===== src/rtl/mem_access_unit.sv =====
// mem_access_unit: load/store initiator between the EX/MEM stage and a word-wide
// data RAM with registered reads. It handles byte, halfword and word requests.
// Sub-word stores are read-modify-write, sub-word loads are sign/zero-extended,
// and byte lanes are big-endian (offset 0 = bits 31:24).
//
// Optional build macro: MAU_RANGE_CHECK_EN
//   defined   - a request with byte-address bits above ADDR_W+1 set is an error
//   undefined - those bits are ignored and addresses alias modulo 2^(ADDR_W+2)
//
// state  | meaning
// -------+-----------------------------------------------------------------
// IDLE   | waiting for a request, req_ready=1
// RD     | word address on ram_addr, RAM read launched
// CAP    | ram_dout valid: extract load lane or merge sub-word store data
// WR     | ram_we=1 for one cycle with the full or merged word
// RESP   | rsp_valid=1 for one cycle, then back to IDLE

module mem_access_unit #(
  parameter int ADDR_W = 10
) (
  input  logic              clk,
  input  logic              rst_n,
  input  logic              req_valid,
  output logic              req_ready,
  input  logic              req_we,
  input  logic [1:0]        req_size,
  input  logic              req_signed,
  input  logic [31:0]       req_addr,
  input  logic [31:0]       req_wdata,
  output logic              rsp_valid,
  output logic [31:0]       rsp_rdata,
  output logic              rsp_err,
  output logic              ram_we,
  output logic [ADDR_W-1:0] ram_addr,
  output logic [31:0]       ram_din,
  input  logic [31:0]       ram_dout
);

  localparam logic [1:0] SZ_BYTE = 2'b00;
  localparam logic [1:0] SZ_HALF = 2'b01;
  localparam logic [1:0] SZ_WORD = 2'b10;

  typedef enum logic [2:0] {
    S_IDLE = 3'd0,
    S_RD   = 3'd1,
    S_CAP  = 3'd2,
    S_WR   = 3'd3,
    S_RESP = 3'd4
  } state_t;

  state_t r_state;
  state_t w_state_nxt;

  // Request fields captured on the accept edge
  logic              r_we;
  logic [1:0]        r_size;
  logic              r_signed;
  logic [1:0]        r_off;
  logic [ADDR_W-1:0] r_waddr;
  logic [31:0]       r_wdata;
  logic              r_err;

  // Result of the request: load data or word to be written
  logic [31:0]       r_rdata;
  logic [31:0]       r_din;

  logic              w_accept;
  logic              w_size_err;
  logic              w_align_err;
  logic              w_range_err;
  logic              w_req_err;
  logic [7:0]        w_byte;
  logic [15:0]       w_half;
  logic [31:0]       w_load_data;
  logic [31:0]       w_merge_word;

  assign w_accept = req_valid && (r_state == S_IDLE);

  // Request classification: illegal size, misalignment and optional range error
  assign w_size_err  = (req_size == 2'b11);
  assign w_align_err = ((req_size == SZ_HALF) && req_addr[0]) ||
                       ((req_size == SZ_WORD) && (req_addr[1:0] != 2'b00));

`ifdef MAU_RANGE_CHECK_EN
  assign w_range_err = (req_addr[31:ADDR_W+2] != '0);
`else
  // Upper address bits deliberately dropped; the word index aliases.
  logic w_unused_addr_hi;
  assign w_unused_addr_hi = ^req_addr[31:ADDR_W+2];
  assign w_range_err      = 1'b0;
`endif

  assign w_req_err = w_size_err || w_align_err || w_range_err;

  // Lane extraction and extension of the captured RAM word for loads
  always_comb begin
    w_byte      = 8'h00;
    w_half      = 16'h0000;
    w_load_data = ram_dout;
    case (r_off)
      2'd0:    w_byte = ram_dout[31:24];
      2'd1:    w_byte = ram_dout[23:16];
      2'd2:    w_byte = ram_dout[15:8];
      default: w_byte = ram_dout[7:0];
    endcase
    w_half = r_off[1] ? ram_dout[15:0] : ram_dout[31:16];
    case (r_size)
      SZ_BYTE: w_load_data = {{24{r_signed & w_byte[7]}}, w_byte};
      SZ_HALF: w_load_data = {{16{r_signed & w_half[15]}}, w_half};
      default: w_load_data = ram_dout;
    endcase
  end

  // Replace only the addressed lane of the captured word for sub-word stores
  always_comb begin
    w_merge_word = ram_dout;
    case (r_size)
      SZ_BYTE: begin
        case (r_off)
          2'd0:    w_merge_word[31:24] = r_wdata[7:0];
          2'd1:    w_merge_word[23:16] = r_wdata[7:0];
          2'd2:    w_merge_word[15:8]  = r_wdata[7:0];
          default: w_merge_word[7:0]   = r_wdata[7:0];
        endcase
      end
      SZ_HALF: begin
        if (r_off[1]) begin
          w_merge_word[15:0] = r_wdata[15:0];
        end else begin
          w_merge_word[31:16] = r_wdata[15:0];
        end
      end
      default: w_merge_word = r_wdata;
    endcase
  end

  // State register
  always_ff @(posedge clk or negedge rst_n) begin
    if (!rst_n) begin
      r_state <= S_IDLE;
    end else begin
      r_state <= w_state_nxt;
    end
  end

  // Next-state selection; word stores skip the read, errors skip the RAM entirely
  always_comb begin
    w_state_nxt = r_state;
    case (r_state)
      S_IDLE: begin
        if (w_accept) begin
          if (w_req_err) begin
            w_state_nxt = S_RESP;
          end else if (req_we && (req_size == SZ_WORD)) begin
            w_state_nxt = S_WR;
          end else begin
            w_state_nxt = S_RD;
          end
        end
      end
      S_RD:    w_state_nxt = S_CAP;
      S_CAP:   w_state_nxt = r_we ? S_WR : S_RESP;
      S_WR:    w_state_nxt = S_RESP;
      S_RESP:  w_state_nxt = S_IDLE;
      default: w_state_nxt = S_IDLE;
    endcase
  end

  // Request latches, load result and write data
  always_ff @(posedge clk or negedge rst_n) begin
    if (!rst_n) begin
      r_we     <= 1'b0;
      r_size   <= 2'b00;
      r_signed <= 1'b0;
      r_off    <= 2'b00;
      r_waddr  <= '0;
      r_wdata  <= '0;
      r_err    <= 1'b0;
      r_rdata  <= '0;
      r_din    <= '0;
    end else begin
      if (w_accept) begin
        r_we     <= req_we;
        r_size   <= req_size;
        r_signed <= req_signed;
        r_off    <= req_addr[1:0];
        r_waddr  <= req_addr[ADDR_W+1:2];
        r_wdata  <= req_wdata;
        r_err    <= w_req_err;
        r_rdata  <= '0;
        r_din    <= req_wdata;
      end else if (r_state == S_CAP) begin
        if (r_we) begin
          r_din <= w_merge_word;
        end else begin
          r_rdata <= w_load_data;
        end
      end
    end
  end

  // ram_we decodes straight from the state so an async reset removes it at once
  assign ram_we    = (r_state == S_WR);
  assign ram_addr  = r_waddr;
  assign ram_din   = r_din;
  assign req_ready = (r_state == S_IDLE);
  assign rsp_valid = (r_state == S_RESP);
  assign rsp_rdata = rsp_valid ? r_rdata : 32'h0000_0000;
  assign rsp_err   = rsp_valid && r_err;

endmodule


===== config.mk =====
export PLATFORM = sky130hd
export DESIGN_NAME = mem_access_unit
export DESIGN_NICKNAME = d
export VERILOG_FILES = /design/src/rtl/mem_access_unit.sv
export SDC_FILE = /design/constraint.sdc
export NUM_CORES = 1
export LEC_CHECK = 0
export CORE_MARGIN = 10
export CORE_UTILIZATION = 30
export DETAILED_ROUTE_END_ITERATION = 8
export PLACE_DENSITY = 0.59
export SLEW_MARGIN = 40
export SYNTH_ARGS = -nofsm -noshare
export SYNTH_HDL_FRONTEND = slang
export SYNTH_SLANG_ARGS = --single-unit
export TNS_END_PERCENT = 1

===== constraint.sdc =====
create_clock -name clk -period 5.18 [get_ports clk]
set_input_delay 1.554 -clock clk [delete_from_list [all_inputs] [get_ports clk]]
set_output_delay 1.554 -clock clk [all_outputs]
set_load 0.05 [all_outputs]

; ---- After elaboration in Yosys (flattened, before gate mapping)
; Index checks and enable logic that the tools add are counted.
[word_totals]
reg_bits = 116
inputBits = 103
out_inout_bits = 78
wordCells = 62
[classes]
bitwise = 2
mux = 22
eq_ne = 12
n_reduce_logical = 16
[ops]
columns = cell, count
row1 = $mux 32, 7
row2 = $pmux 32 s2, 2
row3 = $mux 16, 3
row4 = $mux 8, 4
row5 = $pmux 8 s3, 1
row6 = $pmux 3 s4, 1
row7 = $mux 3, 3
row8 = $eq 2x1->1 const B, 3
row9 = $eq 2x2->1 const B, 3
row10 = $eq 3x2->1 const B, 2
row11 = $reduce_bool 2->1, 3
row12 = $logic_and 1x1->1, 5
row13 = $logic_not 2->1, 2
row14 = $ne 2x1->1 const B, 2
row15 = $reduce_and 2->1, 2
row16 = $eq 3x1->1 const B, 1
row17 = $eq 3x3->1 const B, 1
row18 = $logic_not 3->1, 1
row19 = $reduce_or 3->1, 1
row20 = $and 1x1->1, 2
row21 = $logic_or 1x1->1, 2
row22 = $mux 2, 1

; ---- Longest topological paths before layout
[logic_depth]
depth_word = 7
ltp_mapped = 7

; ---- Worst setup path after synthesis
; No wires, ideal clock.
[synth_path]
path_type = reg2out
from = reg r_state[2]
to = out req_ready
slack_ns = 1.788
t_arrival_ns = 1.838
n_path_buf = 2
stages_incl_launch_ff = 4
path_cell_list = dfrtp_1 -> clkbuf_1 -> clkbuf_1 -> nor3_1
[synth_between]
elab_chain_cells = 1
[synth_rtl]
columns = element, line_no
row1 = from (decl), 51  ; state_t r_state;
row2 = from (signal assigned), 142  ; r_state <= w_state_nxt;
row3 = $logic_not 3->1, 206  ; assign req_ready = (r_state == S_IDLE);
row4 = to (decl), 24  ; output logic req_ready,
; Every way passes these cells.

; ---- Final worst setup path
[layout_path]
from = reg r_state[1]
to = out rsp_rdata[4]
[layout_between]
elab_chain_cells = 2
[layout_rtl]
columns = element, line_no
row1 = $eq 3x3->1, 207  ; assign rsp_valid = (r_state == S_RESP);
row2 = $mux 32, 208  ; assign rsp_rdata = rsp_valid ? r_rdata : 32'h0000_0000;
row3 = to (decl), 31  ; output logic [31:0] rsp_rdata,
; Every way passes these cells.

==> out/qor.yml <==
max_clock_freq_mhz: 239
grt_pass1_wl_um: 33500
postCtsSetupRepairBufs: 0
setup_viol: 0
die_w_um: 163
antenna_found_initial: 0
ys_seq_elements: 116
critPathLaunchType: "flip-flop"
crit_arrival_ns: 2.63
design_power_total_mw: 5.84
drv_slew: 0
finalInstanceArea_um2: 8520
wl_met1_um: 9680
vias: 5603
port_buffers: 160
share_comb_of_total_power_pct: 51.1
final_cells: 1089
wl_met3_um: 1740
cts_resized: 0
crit_slowest_cell: "clkdlybuf4s50_1"
rsz0062_at_grt: "no"
syn_area_per_cell_um2: 9.08
critPathBufInv: 2
vias_per_cell: 5.15
powerDensity_nw_per_um2: 686
start_util_pct: 30.3
rows: 52
fin_crit_sh_pct: 80.8
fin_skew_ns: 0.0100
clock-sinks: 116
hpwl_um: 15600
worstReg2RegStart: "r_off[1]"
required_ns: 3.63
hold_viol_final: 0
cp-end-kind: "primary output"
p_sw_share_pct: 46.1
wl_met2_um: 10100
place_congestion: 0.835
p_clk_share_pct: 19.7
grt_use_total_pct: 16.3
clkLatencyLatePin_ns: 0.43
final_util_pct: 42.2
io_pins: 181
cts-root-buf: "clkbuf_16"
crit_family: "buffers and inverters"
clk_pin_slew_ns: 0.05
max_cap_viol_count: 0
fin_setup_tns_ns: 0
syn_to_final_growth_pct: 39.3
r2r_cells: 4
synthFlopType: "dfrtp_1"
wirelength_um: 21800
die_h_um: 163
grt-ovfl-total: 0
rrSetupSlack_ns: 2.77
setup_slack_ns: 0.994
ys_warn_count: 0
yosysSeqAreaShare_pct: 47.5
die-area_um2: 26500
grt_pass1_vias: 5574
p_leak_nw: 3.72
synth_edf_count: 0
async_flop_share_pct: 100
hold_buffers: 0
coreArea_um2: 20200
drt_iter0_drc: 389
grt_max_degree: 71
tightest_slew_ns: 0.751
htree_num_levels: 4
cts_buffer_depth: 2
min_from: "r_rdata[10]"
slew_headroom_pct: 49.9
hold_path_class: "reg -> reg"
ir_drop_mv: 0.281
postPlaceCellArea_um2: 7940
postRouteAntennaNets: 0
top_layer_used: "met4"
synth_cells: 674
switchingPower_mw: 2.70
p_int_mw: 3.15
min_to: "r_rdata[10]"
nNetsFinal: 909
cts_tree: "yes"
dpl.cell_count: 1057
cts_buffers: 17
finalCriticalPeriod_ns: 4.19
holdPathStages: 2
crit_path_max_incr_delay_ns: 0.81
cp_max_fo: 34
drt_first_pass_iters: 5
hold_slack_ns: 0.469
worst-setup-path-type: "reg -> out"
syn_area_um2: 6120
outcome: "finished, final reports clean"
synth.distinct_cells: 51
drcViolationCount: 0
r2r-end: "ram_din[13]"
syn_nets: 777
dpl_worst_slack_ns: 1.38
drive_gt1_share_pct: 8.31
sequentialPowerShare_pct: 29.2
path_cells: "nor2_1, buf_4, and3_1, clkdlybuf4s50_1"
wire_per_inst_um: 20.0
==> logic make-up (layout without fill, tap and decap cells) <==
| family | Yosys count | after routing | share of synthesized area, % |
|---|---|---|---|
| flip-flops | 116 | 116 | 47.5 |
| other | 0 | 1 | 0 |
| AO/OA/AOI/OAI | 182 | 182 | 20.5 |
| multiplexers | 35 | 35 | 6.16 |
| buffers and inverters | 66 | 210 | 4.52 |
| AND/OR/NAND/NOR | 275 | 275 | 21.4 |
==> area by class of cell <==
class / instances / area, um^2
Tap cell: 270 / 338
Timing Repair Buffer: 173 / 1710
Multi-Input combinational cell: 492 / 2970
Inverter: 6 / 22.5
Clock inverter: 9 / 105
Antenna cell: 1 / 2.50
Sequential cell: 116 / 2900
Clock buffer: 22 / 464
Fill cell: 2048 / 11600
==> power by group through the flow <==
| stage | clock [mW] | sequential [mW] | combinational, mW |
|---|---|---|---|
| after floorplan | 0 | 2.11 | 1.60 |
| after global placement | 0 | 1.70 | 2.98 |
| after detailed placement | 0 | 1.71 | 3.01 |
| after CTS | 1.18 | 1.70 | 3.02 |
| after global routing | 1.21 | 1.77 | 3.23 |
| final | 1.15 | 1.70 | 2.99 |
==> flip-flops by register name, summed over array words and instances, names as in the netlist <==
| signal | count |
|---|---|
| ram_din | 32 |
| ram_addr | 10 |
| r_state | 3 |
| r_err | 1 |
| r_rdata | 32 |
| r_off | 2 |
| r_signed | 1 |
| r_size | 2 |
| r_we | 1 |
| r_wdata | 32 |
==> layer usage <==
layer,vias up,track usage (%)
met3,22,5.38
li1,2685,-
met4,0,4.92
met1,2716,21.2
met2,180,25.0
met5,-,0
==> layout by cell type (no fill, tap or decap), types with 3 or more instances in the layout <==
cell type / netlist / final
a211o_1: 6 / 6
a211oi_1: 8 / 8
a21oi_1: 20 / 20
a221o_1: 16 / 16
a221oi_1: 8 / 8
a32o_1: 6 / 6
and2_1: 3 / 3
and3_1: 33 / 33
buf_4: 0 / 12
clkbuf_1: 48 / 3
clkbuf_16: 0 / 17
clkdlybuf4s50_1: 0 / 159
clkinv_2: 0 / 3
clkinvlp_4: 0 / 4
dfrtp_1: 116 / 115
inv_1: 5 / 4
mux2_2: 11 / 11
mux2i_1: 23 / 23
nand2_1: 155 / 155
nand2b_1: 13 / 13
nand3_1: 9 / 9
nor2_1: 19 / 19
nor2b_1: 18 / 17
nor3_1: 11 / 11
o211ai_1: 16 / 16
o21a_1: 6 / 6
o21ai_0: 64 / 64
o22ai_1: 7 / 7
o311a_1: 5 / 5
o32ai_1: 6 / 6
or2_2: 3 / 3
==> worst max path at each step <==
stage | startpoint | slack, ns | depth (start not counted) | to
5_1_grt | r_state[0] | 0.82 | 4 | rsp_rdata[13]
3_3_place_gp | r_state[2] | 1.41 | 3 | rsp_err
2_1_floorplan | r_state[2] | 1.79 | 3 | req_ready
6_report | r_state[1] | 0.99 | 4 | rsp_rdata[4]
4_1_cts | r_state[2] | 0.92 | 3 | rsp_err
3_5_place_dp | r_state[2] | 1.38 | 3 | rsp_err
==> cells in the mapped netlist, types with 7 or more instances <==
cell type / count / area, um^2
a211oi_1: 8 / 60.1
a21oi_1: 20 / 100
a221o_1: 16 / 160
a221oi_1: 8 / 70.1
and3_1: 33 / 206
clkbuf_1: 48 / 180
dfrtp_1: 116 / 2900
mux2_2: 11 / 124
mux2i_1: 23 / 230
nand2_1: 155 / 582
nand2b_1: 13 / 81.3
nand3_1: 9 / 45.0
nor2_1: 19 / 71.3
nor2b_1: 18 / 113
nor3_1: 11 / 55.1
o211ai_1: 16 / 120
o21ai_0: 64 / 320
o22ai_1: 7 / 43.8
==> tightest hold or removal path: stages, from the launching register on <==
cell     delay (ns)
dfrtp_1        0.33
nand2_1        0.05
o21ai_0        0.06
(Power assumes the default switching activity.)
